<file path="config.mk">
export PLATFORM = sky130hd
export DESIGN_NAME = mesh_packet_serializer
export DESIGN_NICKNAME = d
export VERILOG_FILES = /design/src/rtl/mesh_pkg.sv /design/src/rtl/mesh_sync_fifo.sv /design/src/rtl/mesh_packet_serializer.sv
export SDC_FILE = /design/constraint.sdc
export NUM_CORES = 1
export LEC_CHECK = 0
export ABC_CLOCK_PERIOD_IN_PS = 2200
export CAP_MARGIN = 25
export CORE_UTILIZATION = 32
export CTS_CLUSTER_SIZE = 10
export DETAILED_ROUTE_END_ITERATION = 16
export GPL_TIMING_DRIVEN = 1
export HOLD_SLACK_MARGIN = 0.02
export PLACE_DENSITY = 0.58
export SETUP_SLACK_MARGIN = 0.2
export SYNTH_ARGS = -nofsm -noshare
export SYNTH_HDL_FRONTEND = slang
export SYNTH_SLANG_ARGS = --single-unit
</file>
<file path="constraint.sdc">
create_clock -name rt_clk -period 2.2 [get_ports rt_clk]
set_clock_uncertainty 0.15 [all_clocks]
set_input_delay 0.44 -clock rt_clk [delete_from_list [all_inputs] [get_ports rt_clk]]
set_output_delay 0.44 -clock rt_clk [all_outputs]
set_load 0.005 [all_outputs]
</file>
<file path="src/rtl/mesh_pkg.sv">
// mesh_pkg
// Shared definitions for the mesh nibble link, used by both the transmit
// side (mesh_packet_serializer) and the receive side (mesh_controller).
//   PKT_W      spike packet width in bits (multiple of NIB_W)
//   NIB_W      link nibble width in bits
//   NIBBLES    data nibbles per packet
//   tx_state_t transmit FSM states
//   nibble_parity  XOR of all data nibbles of a packet
package mesh_pkg;

  localparam int PKT_W   = 32;
  localparam int NIB_W   = 4;
  localparam int NIBBLES = PKT_W / NIB_W;

  typedef enum logic {
    IDLE = 1'b0,
    SEND = 1'b1
  } tx_state_t;

  // Bitwise XOR of every NIB_W-wide slice of a packet.
  function automatic logic [NIB_W-1:0] nibble_parity(input logic [PKT_W-1:0] data);
    logic [NIB_W-1:0] acc;
    acc = '0;
    for (int i = 0; i < NIBBLES; i++) begin
      acc ^= data[i*NIB_W +: NIB_W];
    end
    return acc;
  endfunction

endpackage

</file>
<file path="src/rtl/mesh_sync_fifo.sv">
// mesh_sync_fifo
// Single-clock FIFO with a combinational head read (first-word fall-through),
// so the consumer can act on the head in the same cycle it sees !empty.
//   clk        clock, rising edge
//   rst_n      asynchronous active-low reset (pointers and count only)
//   push       write push_data (ignored when full)
//   push_data  WIDTH-bit entry to store
//   pop        retire the head entry (ignored when empty)
//   pop_data   current head entry
//   full       count == DEPTH
//   empty      count == 0
//   count      entries held, 0..DEPTH
// DEPTH must be a power of two so the pointers wrap naturally.
module mesh_sync_fifo #(
  parameter int WIDTH = 32,
  parameter int DEPTH = 4
) (
  input  logic                     clk,
  input  logic                     rst_n,
  input  logic                     push,
  input  logic [WIDTH-1:0]         push_data,
  input  logic                     pop,
  output logic [WIDTH-1:0]         pop_data,
  output logic                     full,
  output logic                     empty,
  output logic [$clog2(DEPTH):0]   count
);

  localparam int AW = $clog2(DEPTH);
  localparam logic [AW:0] FULL_CNT = (AW+1)'(DEPTH);

  logic [WIDTH-1:0] mem_q [DEPTH];
  logic [AW-1:0]    wr_ptr_q, wr_ptr_d;
  logic [AW-1:0]    rd_ptr_q, rd_ptr_d;
  logic [AW:0]      count_q, count_d;
  logic             do_push, do_pop;

  assign full     = (count_q == FULL_CNT);
  assign empty    = (count_q == '0);
  assign count    = count_q;
  assign pop_data = mem_q[rd_ptr_q];

  assign do_push = push && !full;
  assign do_pop  = pop && !empty;

  always_comb begin
    wr_ptr_d = wr_ptr_q;
    rd_ptr_d = rd_ptr_q;
    count_d  = count_q;
    if (do_push) begin
      wr_ptr_d = wr_ptr_q + AW'(1);
    end
    if (do_pop) begin
      rd_ptr_d = rd_ptr_q + AW'(1);
    end
    // Simultaneous push and pop leaves the count unchanged.
    case ({do_push, do_pop})
      2'b10:   count_d = count_q + (AW+1)'(1);
      2'b01:   count_d = count_q - (AW+1)'(1);
      default: count_d = count_q;
    endcase
  end

  always_ff @(posedge clk or negedge rst_n) begin
    if (!rst_n) begin
      wr_ptr_q <= '0;
      rd_ptr_q <= '0;
      count_q  <= '0;
    end else begin
      wr_ptr_q <= wr_ptr_d;
      rd_ptr_q <= rd_ptr_d;
      count_q  <= count_d;
    end
  end

  // Storage needs no reset: an entry is only read after it has been written.
  always_ff @(posedge clk) begin
    if (do_push) begin
      mem_q[wr_ptr_q] <= push_data;
    end
  end

endmodule

</file>
<file path="src/rtl/mesh_packet_serializer.sv">
// mesh_packet_serializer
// Transmit side of the mesh nibble link. Buffers spike packets from the
// neuron core and sends each one as contiguous NIB_W-bit nibbles, LS first,
// qualified by write_enable.
//   rt_clk        router clock, rising edge
//   rst_n         asynchronous active-low reset
//   spike_packet  packet from the core
//   pkt_valid     spike_packet is valid
//   pkt_ready     buffer can accept (push on pkt_valid & pkt_ready)
//   receive_full  downstream cannot start a new packet (sampled only at
//                 packet boundaries)
//   packet_out    nibble on the link
//   write_enable  packet_out valid this cycle
//   tx_busy       FSM is in SEND
//   fifo_count    packets currently buffered
// Build option: define MESH_TX_PARITY_EN to append one parity nibble (XOR of
// all data nibbles) after each packet.
module mesh_packet_serializer
  import mesh_pkg::*;
#(
  parameter int FIFO_DEPTH = 4
) (
  input  logic                          rt_clk,
  input  logic                          rst_n,
  input  logic [PKT_W-1:0]              spike_packet,
  input  logic                          pkt_valid,
  output logic                          pkt_ready,
  input  logic                          receive_full,
  output logic [NIB_W-1:0]              packet_out,
  output logic                          write_enable,
  output logic                          tx_busy,
  output logic [$clog2(FIFO_DEPTH):0]   fifo_count
);

`ifdef MESH_TX_PARITY_EN
  localparam int FRAME_NIBS = NIBBLES + 1;
`else
  localparam int FRAME_NIBS = NIBBLES;
`endif
  localparam int SH_W  = FRAME_NIBS * NIB_W;
  localparam int CNT_W = $clog2(FRAME_NIBS);
  localparam logic [CNT_W-1:0] LAST_CNT = CNT_W'(FRAME_NIBS - 1);

  logic             fifo_push, fifo_pop, fifo_full, fifo_empty;
  logic [PKT_W-1:0] fifo_head;
  logic [SH_W-1:0]  frame;
  logic             load_ok;

  tx_state_t        state_q, state_d;
  logic [SH_W-1:0]  shift_q, shift_d;
  logic [CNT_W-1:0] nib_cnt_q, nib_cnt_d;
  logic [NIB_W-1:0] packet_out_q, packet_out_d;
  logic             write_enable_q, write_enable_d;

  assign pkt_ready = !fifo_full;
  assign fifo_push = pkt_valid && pkt_ready;

  mesh_sync_fifo #(
    .WIDTH (PKT_W),
    .DEPTH (FIFO_DEPTH)
  ) u_fifo (
    .clk       (rt_clk),
    .rst_n     (rst_n),
    .push      (fifo_push),
    .push_data (spike_packet),
    .pop       (fifo_pop),
    .pop_data  (fifo_head),
    .full      (fifo_full),
    .empty     (fifo_empty),
    .count     (fifo_count)
  );

  // The frame is the full nibble sequence for one packet; the parity nibble,
  // when present, simply rides above the data so the shifter needs no
  // special case for it.
`ifdef MESH_TX_PARITY_EN
  assign frame = {nibble_parity(fifo_head), fifo_head};
`else
  assign frame = fifo_head;
`endif

  // A new packet may only start at a boundary, with data waiting and the
  // receiver willing to take it.
  assign load_ok = !fifo_empty && !receive_full;

  always_comb begin
    state_d        = state_q;
    shift_d        = shift_q;
    nib_cnt_d      = nib_cnt_q;
    packet_out_d   = packet_out_q;
    write_enable_d = write_enable_q;
    fifo_pop       = 1'b0;

    case (state_q)
      IDLE: begin
        if (load_ok) begin
          fifo_pop       = 1'b1;
          state_d        = SEND;
          packet_out_d   = frame[NIB_W-1:0];
          shift_d        = frame >> NIB_W;
          nib_cnt_d      = '0;
          write_enable_d = 1'b1;
        end
      end
      SEND: begin
        if (nib_cnt_q == LAST_CNT) begin
          // Last nibble retires this edge: chain straight into the next
          // packet, or drop to IDLE holding packet_out.
          if (load_ok) begin
            fifo_pop       = 1'b1;
            packet_out_d   = frame[NIB_W-1:0];
            shift_d        = frame >> NIB_W;
            nib_cnt_d      = '0;
            write_enable_d = 1'b1;
          end else begin
            state_d        = IDLE;
            write_enable_d = 1'b0;
          end
        end else begin
          packet_out_d = shift_q[NIB_W-1:0];
          shift_d      = shift_q >> NIB_W;
          nib_cnt_d    = nib_cnt_q + CNT_W'(1);
        end
      end
      default: begin
        state_d        = IDLE;
        write_enable_d = 1'b0;
      end
    endcase
  end

  always_ff @(posedge rt_clk or negedge rst_n) begin
    if (!rst_n) begin
      state_q        <= IDLE;
      shift_q        <= '0;
      nib_cnt_q      <= '0;
      packet_out_q   <= '0;
      write_enable_q <= 1'b0;
    end else begin
      state_q        <= state_d;
      shift_q        <= shift_d;
      nib_cnt_q      <= nib_cnt_d;
      packet_out_q   <= packet_out_d;
      write_enable_q <= write_enable_d;
    end
  end

  assign packet_out   = packet_out_q;
  assign write_enable = write_enable_q;
  assign tx_busy      = (state_q == SEND);

endmodule

</file>
-- Word level (Yosys, flattened, before mapping)
Memory sizes are Yosys's and may differ from the RTL's.
Cells that the tools add are included.
- register bits: 48
- bits in latches: 0
- memory bits (writable): 128
- memory bits (read-only): 0
- input bits: 36
- output and inout port bits: 10
- word-level logic and storage cells: 51
- memories: 1
- memory list (memory ; depth ; bits a word ; read ports ; clocked after memory_dff ; wr ports ; line ; text):
    u_fifo.mem_q ; 4 ; 32 ; 1 ; 0 ; 1 ; mesh_sync_fifo.sv:32 ; logic [WIDTH-1:0] mem_q [DEPTH];
- add/subtract/negate cells: 5
- multiply operators: 0
- divide/modulo/power cells: 0
- order comparisons: 0
- equality and inequality tests: 6
- shifts and indexed selects: 0
- multiplexer cells: 20
- bitwise gates (word level): 1
- reduce and logical (&&, ||, !) cells: 10
- operators with widths (cell ; count):
    two-way mux 32 bit ; 2
    case mux 32 bit (2 select lines) ; 1
    case mux 3 bit (2 select lines) ; 2
    two-way mux 4 bit ; 2
    case mux 4 bit (2 select lines) ; 1
    two-way mux 1 bit ; 7
    adder 3 x 1 -> 3 bit (second input constant) ; 2
    equality test 3 bit (second input constant) ; 2
    two-way mux 3 bit ; 2
    case mux 1 bit (2 select lines) ; 3
    adder 2 x 1 -> 2 bit (second input constant) ; 2
    logical AND 1 bit ; 4
    zero test 1 bit ; 3
    zero test 3 bit ; 1
    subtractor 3 x 1 -> 3 bit (second input constant) ; 1
    equality test 2 x 1 -> 1 bit (second input constant) ; 1
    equality test 2 bit (second input constant) ; 1
    != test 2 x 1 -> 1 bit (second input constant) ; 1
    != test 2 bit (second input constant) ; 1
    AND reduction 2 bit ; 1
    nonzero test 2 bit ; 1
    NOT 1 bit ; 1

-- Logic depth before layout (Yosys ltp)
Gate-level depths: netlist of run 1.
- depth after elaboration: 9
- mapped depth: 12
- gate-level depth less buffers: 11

-- Hierarchy
From an unflattened synthesis of run 1, not the netlist that was laid out.
- cells, all modules: 414
- area, all modules: 6930.4 sq um
- by module, submodules not included (module ; times used ; cells each ; area each (sq um) ; sequential area each (sq um)):
    mesh_sync_fifo ; 1 ; 205 ; 5091.1 ; 4018.9
    mesh_packet_serializer ; 1 ; 209 ; 1839.3 ; 1026.0

-- Least setup slack after synthesis of run 1
OpenSTA, ideal clock, no wires.
- path type: reg-to-reg
- start point: register nib_cnt_q[0]
- end point: register u_fifo.count_q[2], in the netlist u_fifo.count[2]
- library setup time: 79 ps
- arrival: 2164 ps
- required time: 1971 ps
- setup slack: -193 ps
- cell stages (with the launch flop): 13
- buffers on the path: 1
- period minus slack after synthesis: 2393 ps
- cell sequence: dfrtp_1 > ha_1 > ha_1 > nand2b_1 > nand3_2 > inv_2 > buf_2 > ha_1 > inv_1 > fa_1 > xor2_1 > nor2_1 > xor2_1
- word-level cells in the longest chain between the ends: 6
- elaborated cells between the ends (all ways): 8
- classes of those cells: eq/ne (3); mux (3); reduce/logical (2)
- ends and longest elaborated chain (what ; line ; text):
    from (decl) ; mesh_packet_serializer.sv:51 ; logic [CNT_W-1:0] nib_cnt_q, nib_cnt_d;
    from (signal assigned) ; mesh_packet_serializer.sv:142 ; nib_cnt_q <= nib_cnt_d;
    equality test 3 bit * ; mesh_packet_serializer.sv:106 ; if (nib_cnt_q == LAST_CNT) begin
    two-way mux 1 bit * ; mesh_packet_serializer.sv:106 ;
    case mux 1 bit (2 select lines) * ; mesh_packet_serializer.sv:94 ; case (state_q)
    logical AND 1 bit * ; mesh_sync_fifo.sv:44 ; assign do_pop = pop && !empty;
    named net u_fifo.do_pop ; mesh_sync_fifo.sv:36 ; logic do_push, do_pop;
    equality test 2 x 1 -> 1 bit or equality test 2 bit (tied branches) ; mesh_sync_fifo.sv:57 ; case ({do_push, do_pop})
    case mux 3 bit (2 select lines) or nonzero test 2 bit (tied branches) ; -- ;
    to (signal assigned) ; mesh_sync_fifo.sv:72 ; count_q <= count_d;
    to (decl) ; mesh_sync_fifo.sv:35 ; logic [AW:0] count_q, count_d;
Mark *: on every way through the listed nets, which the timed path passes. The rest lies on a longest branch.
A chain may end at the register's enable or synchronous reset.

-- Worst setup path in the final report of run 1
- start point: register u_fifo.count_q[0], in the netlist u_fifo.count[0]
- end point: register u_fifo.count_q[2], in the netlist u_fifo.count[2]
- word-level cells in the longest chain between the ends: 9
- elaborated cells between the ends (all ways): 17
- classes of those cells: add/sub (2); eq/ne (3); mux (4); reduce/logical (8)
- ends and longest elaborated chain (what ; line ; text):
    zero test 3 bit ; mesh_sync_fifo.sv:39 ; assign empty = (count_q == '0);
    zero test 1 bit ; mesh_sync_fifo.sv:44, mesh_packet_serializer.sv:84 ;
    logical AND 1 bit ; mesh_packet_serializer.sv:84 ; assign load_ok = !fifo_empty && !receive_full;
    two-way mux 1 bit ; mesh_packet_serializer.sv:96, mesh_packet_serializer.sv:109 ;
    two-way mux 1 bit ; mesh_packet_serializer.sv:106 ;
    case mux 1 bit (2 select lines) ; mesh_packet_serializer.sv:94 ;
    logical AND 1 bit ; mesh_sync_fifo.sv:44 ;
    equality test 2 x 1 -> 1 bit or equality test 2 bit (tied branches) ; mesh_sync_fifo.sv:57 ;
    case mux 3 bit (2 select lines) or nonzero test 2 bit (tied branches) ; -- ;
Parallel ways exist; a longest one is shown, timed or not.

==> flow_summary.toml, run 1 <==
[power]
ir_drop_mv = 0.531
p_switching_uw = 3240
totalPowerFinal_uw = 11100
power_frac_comb_pct = 33.5
p_seq_share_pct = 43.3
clockPowerShare_pct = 23.2
switching_share_pct = 29.1
p_per_area_mw_per_mm2 = 1330
internal-power_uw = 7880
leakage_uw = 0.00302

[place]
hpwl_um = 8040
placed_cell_area_mm2 = 0.00777
placed_cells_incl_taps = 657
port_buffers = 45
place.gp.congestion = 0.721

[timing]
slew_violations = 0
setup-tns-final_ns = 0
fin_crit_sh_pct = 95.7
fmax_mhz = 475
maxSlewHeadroom_pct = 68.2
worstMarginPinSlew_ns = 0.477
setup_viol = 0
finalHoldViolCount = 0
rsz0062_at_grt = "true"
min_period_ns = 2.10

[setup_path]
cp-start-kind = "flop"
crit_fanout = 2
arrival_ns = 2.29
critPathKind = "reg -> reg"
r2r_slack_ns = 0.1
worst_ep_required_time_ns = 2.39
critPathCaptureType = "flop"

[outcome]
status = "completed"

[synthesis]
ys_warn_count = 0
synth_seq_cells = 176
netlist_instances = 338
syn_nets = 382
syn_area_mm2 = 0.00678
ys_types = 30
ys_seq_area_share_pct = 74.4
synth_area_per_cell_um2 = 20.1

[cells_and_area]
fin_nets = 461
mostFrequentLayoutCells = "edfxtp_1 (128), dfrtp_1 (46), clkdlybuf4s50_1 (42)"
nFillCells = 1837
multiInputGateArea_mm2 = 0.00167
drive_gt1_share_pct = 26.3
layoutNonFillerInstCount = 700
antenna_cells = 0
regArea_mm2 = 0.00505
finalInstanceArea_mm2 = 0.00838
syn2layout_area_growth_pct = 23.6
finish.utilization_pct = 40.9
final_common_cell = "edfxtp_1"

[grt]
grt_overflow = 0
grt_pass1_vias = 3721
grt_first_pass_wirelength_um = 21100
antenna_found_initial = 0
grt_use_total_pct = 13.2
grt_max_degree = 33

[clock_network]
clock_latency_ns = 0.42
clockBufferDepth = 2
clock-sinks = 176
htreeDepth = 4
clockRootBuffer = "clkbuf_16"
cts_buffers = 17
clkSlewWorstSetupHoldPaths_ns = 0.06
cts_tree = "yes"

[job]
cap_violations = 0

[floorplanning]
ios = 46
rows = 52
die_area_mm2 = 0.0218
die_h_um = 148
initial_core_util_pct = 33.1
core_region_area_mm2 = 0.0205
die-width_um = 148

[drt]
vias_per_cell = 4.85
wl_per_cell_um = 19.0
vias = 3393
wirelength_um = 13300
dr.pass1.iters = 4
drc = 0
ant_nets = 0
drtIter0Drc = 220

[worst_hold_path]
hold_path_class = "reg -> reg"
[Yosys cell counts]
| master | n | area share [%] |
|---|---|---|
| nand2b_1 | 21 | 1.9 |
| a21oi_4 | 1 | 0.24 |
| inv_1 | 7 | 0.39 |
| clkbuf_1 | 9 | 0.50 |
| fa_1 | 1 | 0.30 |
| buf_4 | 1 | 0.11 |
| xnor2_1 | 4 | 0.52 |
| buf_2 | 6 | 0.44 |
| dfrtp_1 | 48 | 18 |
| mux2_2 | 1 | 0.17 |
| and2_1 | 17 | 1.6 |
| nor2b_1 | 1 | 0.092 |
| or3_4 | 1 | 0.17 |
| buf_6 | 2 | 0.33 |
| a221o_1 | 12 | 1.8 |
| o221a_2 | 2 | 0.33 |
| mux2i_1 | 2 | 0.30 |
| nand2_1 | 3 | 0.17 |
| o221a_1 | 18 | 3.0 |
| nand3_2 | 1 | 0.15 |
| nand4_1 | 1 | 0.092 |
| or3b_1 | 1 | 0.13 |
| xor2_1 | 2 | 0.26 |
| ha_1 | 7 | 1.3 |
| a22o_1 | 2 | 0.26 |
| inv_2 | 2 | 0.11 |
| nor2_1 | 1 | 0.055 |
| mux4_2 | 32 | 11 |
| edfxtp_1 | 128 | 57 |
| and3_1 | 4 | 0.37 |
[state kept, by name, summed over array words and instances, names as in the netlist]
name / count
nib_cnt_q: 3
packet_out: 4
shift_q: 32
tx_busy: 1
u_fifo.count: 3
u_fifo.mem_q: 128
u_fifo.rd_ptr_q: 2
u_fifo.wr_ptr_q: 2
write_enable: 1
[metrics by stage]
| step | setup WS [ns] | hold slack, ns |
|---|---|---|
| 6_report | 0.0953 | 0.339 |
| 5_1_grt | -0.0103 | 0.354 |
| 4_1_cts | 0.0933 | 0.331 |
| 3_5_place_dp | -0.134 | 0.271 |
| 3_3_place_gp | -0.0945 | 0.270 |
| 2_1_floorplan | 0.0163 | -0.00559 |
[critical path: stages (launching register included)]
cell	delay [ns]
dfrtp_1	0.38
or3b_4	0.40
and2_4	0.15
inv_2	0.05
ha_4	0.12
inv_2	0.03
fa_2	0.32
xor2_1	0.14
nor2_1	0.11
xor2_1	0.16
[what timing repair did]
action                     in CTS  in global routing
hold endpoints to repair       18                  0
setup endpoints to repair       4                 34
pin swaps                       8                  3
setup buffers                   8                  2
gates resized for setup         8                  8
hold buffers                    1                  0
[per-layer routing]
layer / vias to the layer above / GRT usage [%] / routed length, µm
li1: 1509 / - / -
met1: 1811 / 17.8 / 6250
met2: 60 / 20.7 / 6450
met3: 13 / 3.73 / 450
met4: 0 / 3.87 / 138
met5: - / 0 / 0
[final cells by class]
cell class | count | share of cell area [%]
Timing Repair Buffer | 78 | 9.42
Inverter | 9 | 0.493
Clock inverter | 6 | 0.403
Tap cell | 270 | 4.03
Sequential cell | 176 | 60.2
Clock buffer | 26 | 5.48
Multi-Input combinational cell | 135 | 20.0
[power groups by stage]
stage / sequential, µW / combinational, µW / clock [µW]
finish: 4810 / 3730 / 2580
CTS: 4820 / 3750 / 2640
detailed placement: 4880 / 3620 / 0
global route: 4890 / 4060 / 2770
floorplan: 4770 / 2410 / 0
global placement: 4830 / 3530 / 0
[path summary, 6_finish.rpt]
kind / end / start / depth (start not counted)
max: u_fifo.count[2]$_DFFE_PN0P_ / u_fifo.count[0]$_DFFE_PN0P_ / 9
min: shift_q[29]$_DFF_PN0_ / shift_q[29]$_DFF_PN0_ / 1
max reg2reg: u_fifo.count[2]$_DFFE_PN0P_ / u_fifo.count[0]$_DFFE_PN0P_ / 9
min reg2reg: shift_q[29]$_DFF_PN0_ / shift_q[29]$_DFF_PN0_ / 1
max in group asynchronous: tx_busy$_DFF_PN0_ / rst_n / 3
min in group asynchronous: packet_out[2]$_DFF_PN0_ / rst_n / 2
[cells by family (layout without fill, tap and decap cells)]
| group | count (synthesis) | count (layout) | synth area share [%] |
|---|---|---|---|
| DFF | 176 | 176 | 74.4 |
| adders and majority gates | 8 | 8 | 1.59 |
| xor gates and xnor gates | 6 | 6 | 0.775 |
| muxes | 35 | 35 | 11.1 |
| AOI/OAI and AO/OA | 35 | 35 | 5.59 |
| buffers and inverters | 27 | 119 | 1.88 |
| and+or+nand+nor | 51 | 51 | 4.72 |
Power figures use the tool's default switching activity.
==> run 2: changes to the inputs <==
--- a/config.mk
+++ b/config.mk
@@ -17,3 +17,4 @@
 export SYNTH_ARGS = -nofsm -noshare
 export SYNTH_HDL_FRONTEND = slang
 export SYNTH_SLANG_ARGS = --single-unit
+export TNS_END_PERCENT = 5
==> flow_summary.toml, run 2 (same netlist as run 1, synthesis figures left out) <==
[grt]
grt_overflow = 0
grt_first_pass_wirelength_um = 21000
grt_max_degree = 49
grt_use_total_pct = 13.1
grt_pass1_vias = 3724
antenna_found_initial = 0

[setup_path]
timing.critical_path.to = "u_fifo.count[2]$_DFFE_PN0P_"
critPathKind = "reg -> reg"
crit_family = "simple AND/OR/NAND/NOR gates"
arrival_ns = 2.32
r2r_slack_ns = 0.08
timing.critical_path.mode_cell = "xor2_1"
max_stage_delay_ns = 0.40
critPathCaptureType = "flop"
r2r_cells = 9
rr_startpoint = "u_fifo.count[0]$_DFFE_PN0P_"
cp.buffers_inverters = 2
startpoint = "u_fifo.count[0]$_DFFE_PN0P_"
cp-start-kind = "flop"
crit_chain = "or3b_4 > and2_4 > inv_4 > ha_4 > inv_2 > fa_2 > xor2_1 > nor2_1 > xor2_1"
cp.depth = 9
r2r_end = "u_fifo.count[2]$_DFFE_PN0P_"
worst_ep_required_time_ns = 2.40
cpMaxStageDelayCell = "or3b_4"
crit_fanout = 2

[cells_and_area]
antenna_cells = 0
nFillCells = 1858
finalInstanceArea_mm2 = 0.00845
drive_gt1_share_pct = 26.1
final_common_cell = "edfxtp_1"
layoutNonFillerInstCount = 696
fin_nets = 457
largest_reg_flops = 128
mostFrequentLayoutCells = "edfxtp_1 (128), dfrtp_1 (47), clkdlybuf4s50_1 (42)"
largest-register = "u_fifo.mem_q"
syn2layout_area_growth_pct = 24.6

[drt]
ant_nets = 0
met1Wirelength_um = 5920
route.met3.wl_um = 427
wl_per_cell_um = 18.5
drc = 0
vias = 3379
wirelength_um = 12900
vias_per_cell = 4.85
dr.pass1.iters = 4
drtIter0Drc = 184
wl_met2_um = 6440
topRoutingLayerUsed = "met4"

[clock_network]
clock_latency_ns = 0.43
htreeDepth = 4
cts_tree = "yes"
clockBufferDepth = 2
clock-sinks = 176
cts_buffers = 17
clockRootBuffer = "clkbuf_16"
clkSlewWorstSetupHoldPaths_ns = 0.07

[timing]
worstMarginPinSlew_ns = 0.289
rsz0062_at_grt = "true"
fin_crit_sh_pct = 96.2
slew_violations = 0
maxSlewHeadroom_pct = 80.7
setup_viol = 0
min_period_ns = 2.12
finalHoldViolCount = 0
fmax_mhz = 472

[place]
placed_cell_area_mm2 = 0.00784
placed_cells_incl_taps = 658
place.gp.congestion = 0.728
hpwl_um = 7950
port_buffers = 45

[worst_hold_path]
hold_path_class = "reg -> reg"

[power]
leakage_uw = 0.00303
ir_drop_mv = 0.663
p_per_area_mw_per_mm2 = 1330

[job]
cap_violations = 0

[floorplanning]
die-width_um = 148
rows = 52
initial_core_util_pct = 33.1
die_h_um = 148
ios = 46
core_region_area_mm2 = 0.0205
die_area_mm2 = 0.0218

[outcome]
status = "completed"
[run 2: changes by cell type in the layout (fill, tap and decap cells not counted), moves of 5 or more]
| cell | before | now |
|---|---|---|
| buf_4 | 22 | 15 |
| clkinv_4 | 0 | 5 |
| clkbuf_1 | 9 | 2 |
| buf_12 | 6 | 11 |
[run 2: worst min path at each step]
stage | start | endpoint | slack [ns] | cells after the start
6_report | shift_q[28]$_DFF_PN0_ | shift_q[28]$_DFF_PN0_ | 0.33 | 1
5_1_grt | shift_q[28]$_DFF_PN0_ | shift_q[28]$_DFF_PN0_ | 0.35 | 1
4_1_cts | shift_q[28]$_DFF_PN0_ | shift_q[28]$_DFF_PN0_ | 0.33 | 1
3_5_place_dp | rst_n | packet_out[1]$_DFF_PN0_ | 0.30 | 2
3_3_place_gp | rst_n | u_fifo.rd_ptr_q[1]$_DFFE_PN0P_ | 0.30 | 2
2_1_floorplan | rst_n | nib_cnt_q[0]$_DFF_PN0_ | -0.006 | 0
[run 2: layout make-up]
class	count	area (µm²)	share of cell area (%)
clock inverters	13	116	1.38
flip-flops and latches	176	5050	59.7
repair buffers	74	815	9.63
clock buffers	19	433	5.12
inverters	9	41.3	0.488
multi-input cells	135	1670	19.7
well taps	270	338	4.00
[run 2: report_power, final]
part	leakage (µW)	total (µW)	switching, µW	internal [µW]
combinational	0.000996	3700	1740	1950
clock	0.000261	2770	1220	1560
sequential	0.00177	4790	310	4480
[run 2: stage by stage]
stage / TNS [ns] / util, % / hold WS (ns) / power (µW) / worst slack [ns]
2_1_floorplan: 0 / - / -0.00559 / 7180 / 0.0163
3_3_place_gp: -0.00536 / 38.2 / 0.298 / 8430 / -0.00536
3_5_place_dp: -0.0676 / 38.2 / 0.304 / 8550 / -0.0676
4_1_cts: 0 / 41.1 / 0.335 / 11400 / 0.0683
5_1_grt: -0.0355 / 41.3 / 0.347 / 11900 / -0.0355
6_report: 0 / 41.3 / 0.331 / 11300 / 0.0827
[run 2: routing by layer]
| layer | up-vias | GRT usage [%] |
|---|---|---|
| li1 | 1510 | - |
| met5 | - | 0 |
| met3 | 11 | 3.36 |
| met1 | 1808 | 17.0 |
| met4 | 0 | 4.74 |
| met2 | 50 | 21.1 |
[run 2: repair_timing]
action	4_1_cts	5_1_grt
endpoints found under the hold margin	48	0
hold buffers	1	0
setup buffers	4	1
endpoints found under the setup margin	6	31
gates resized for setup	7	5
pin swaps	5	0
cloned	0	0
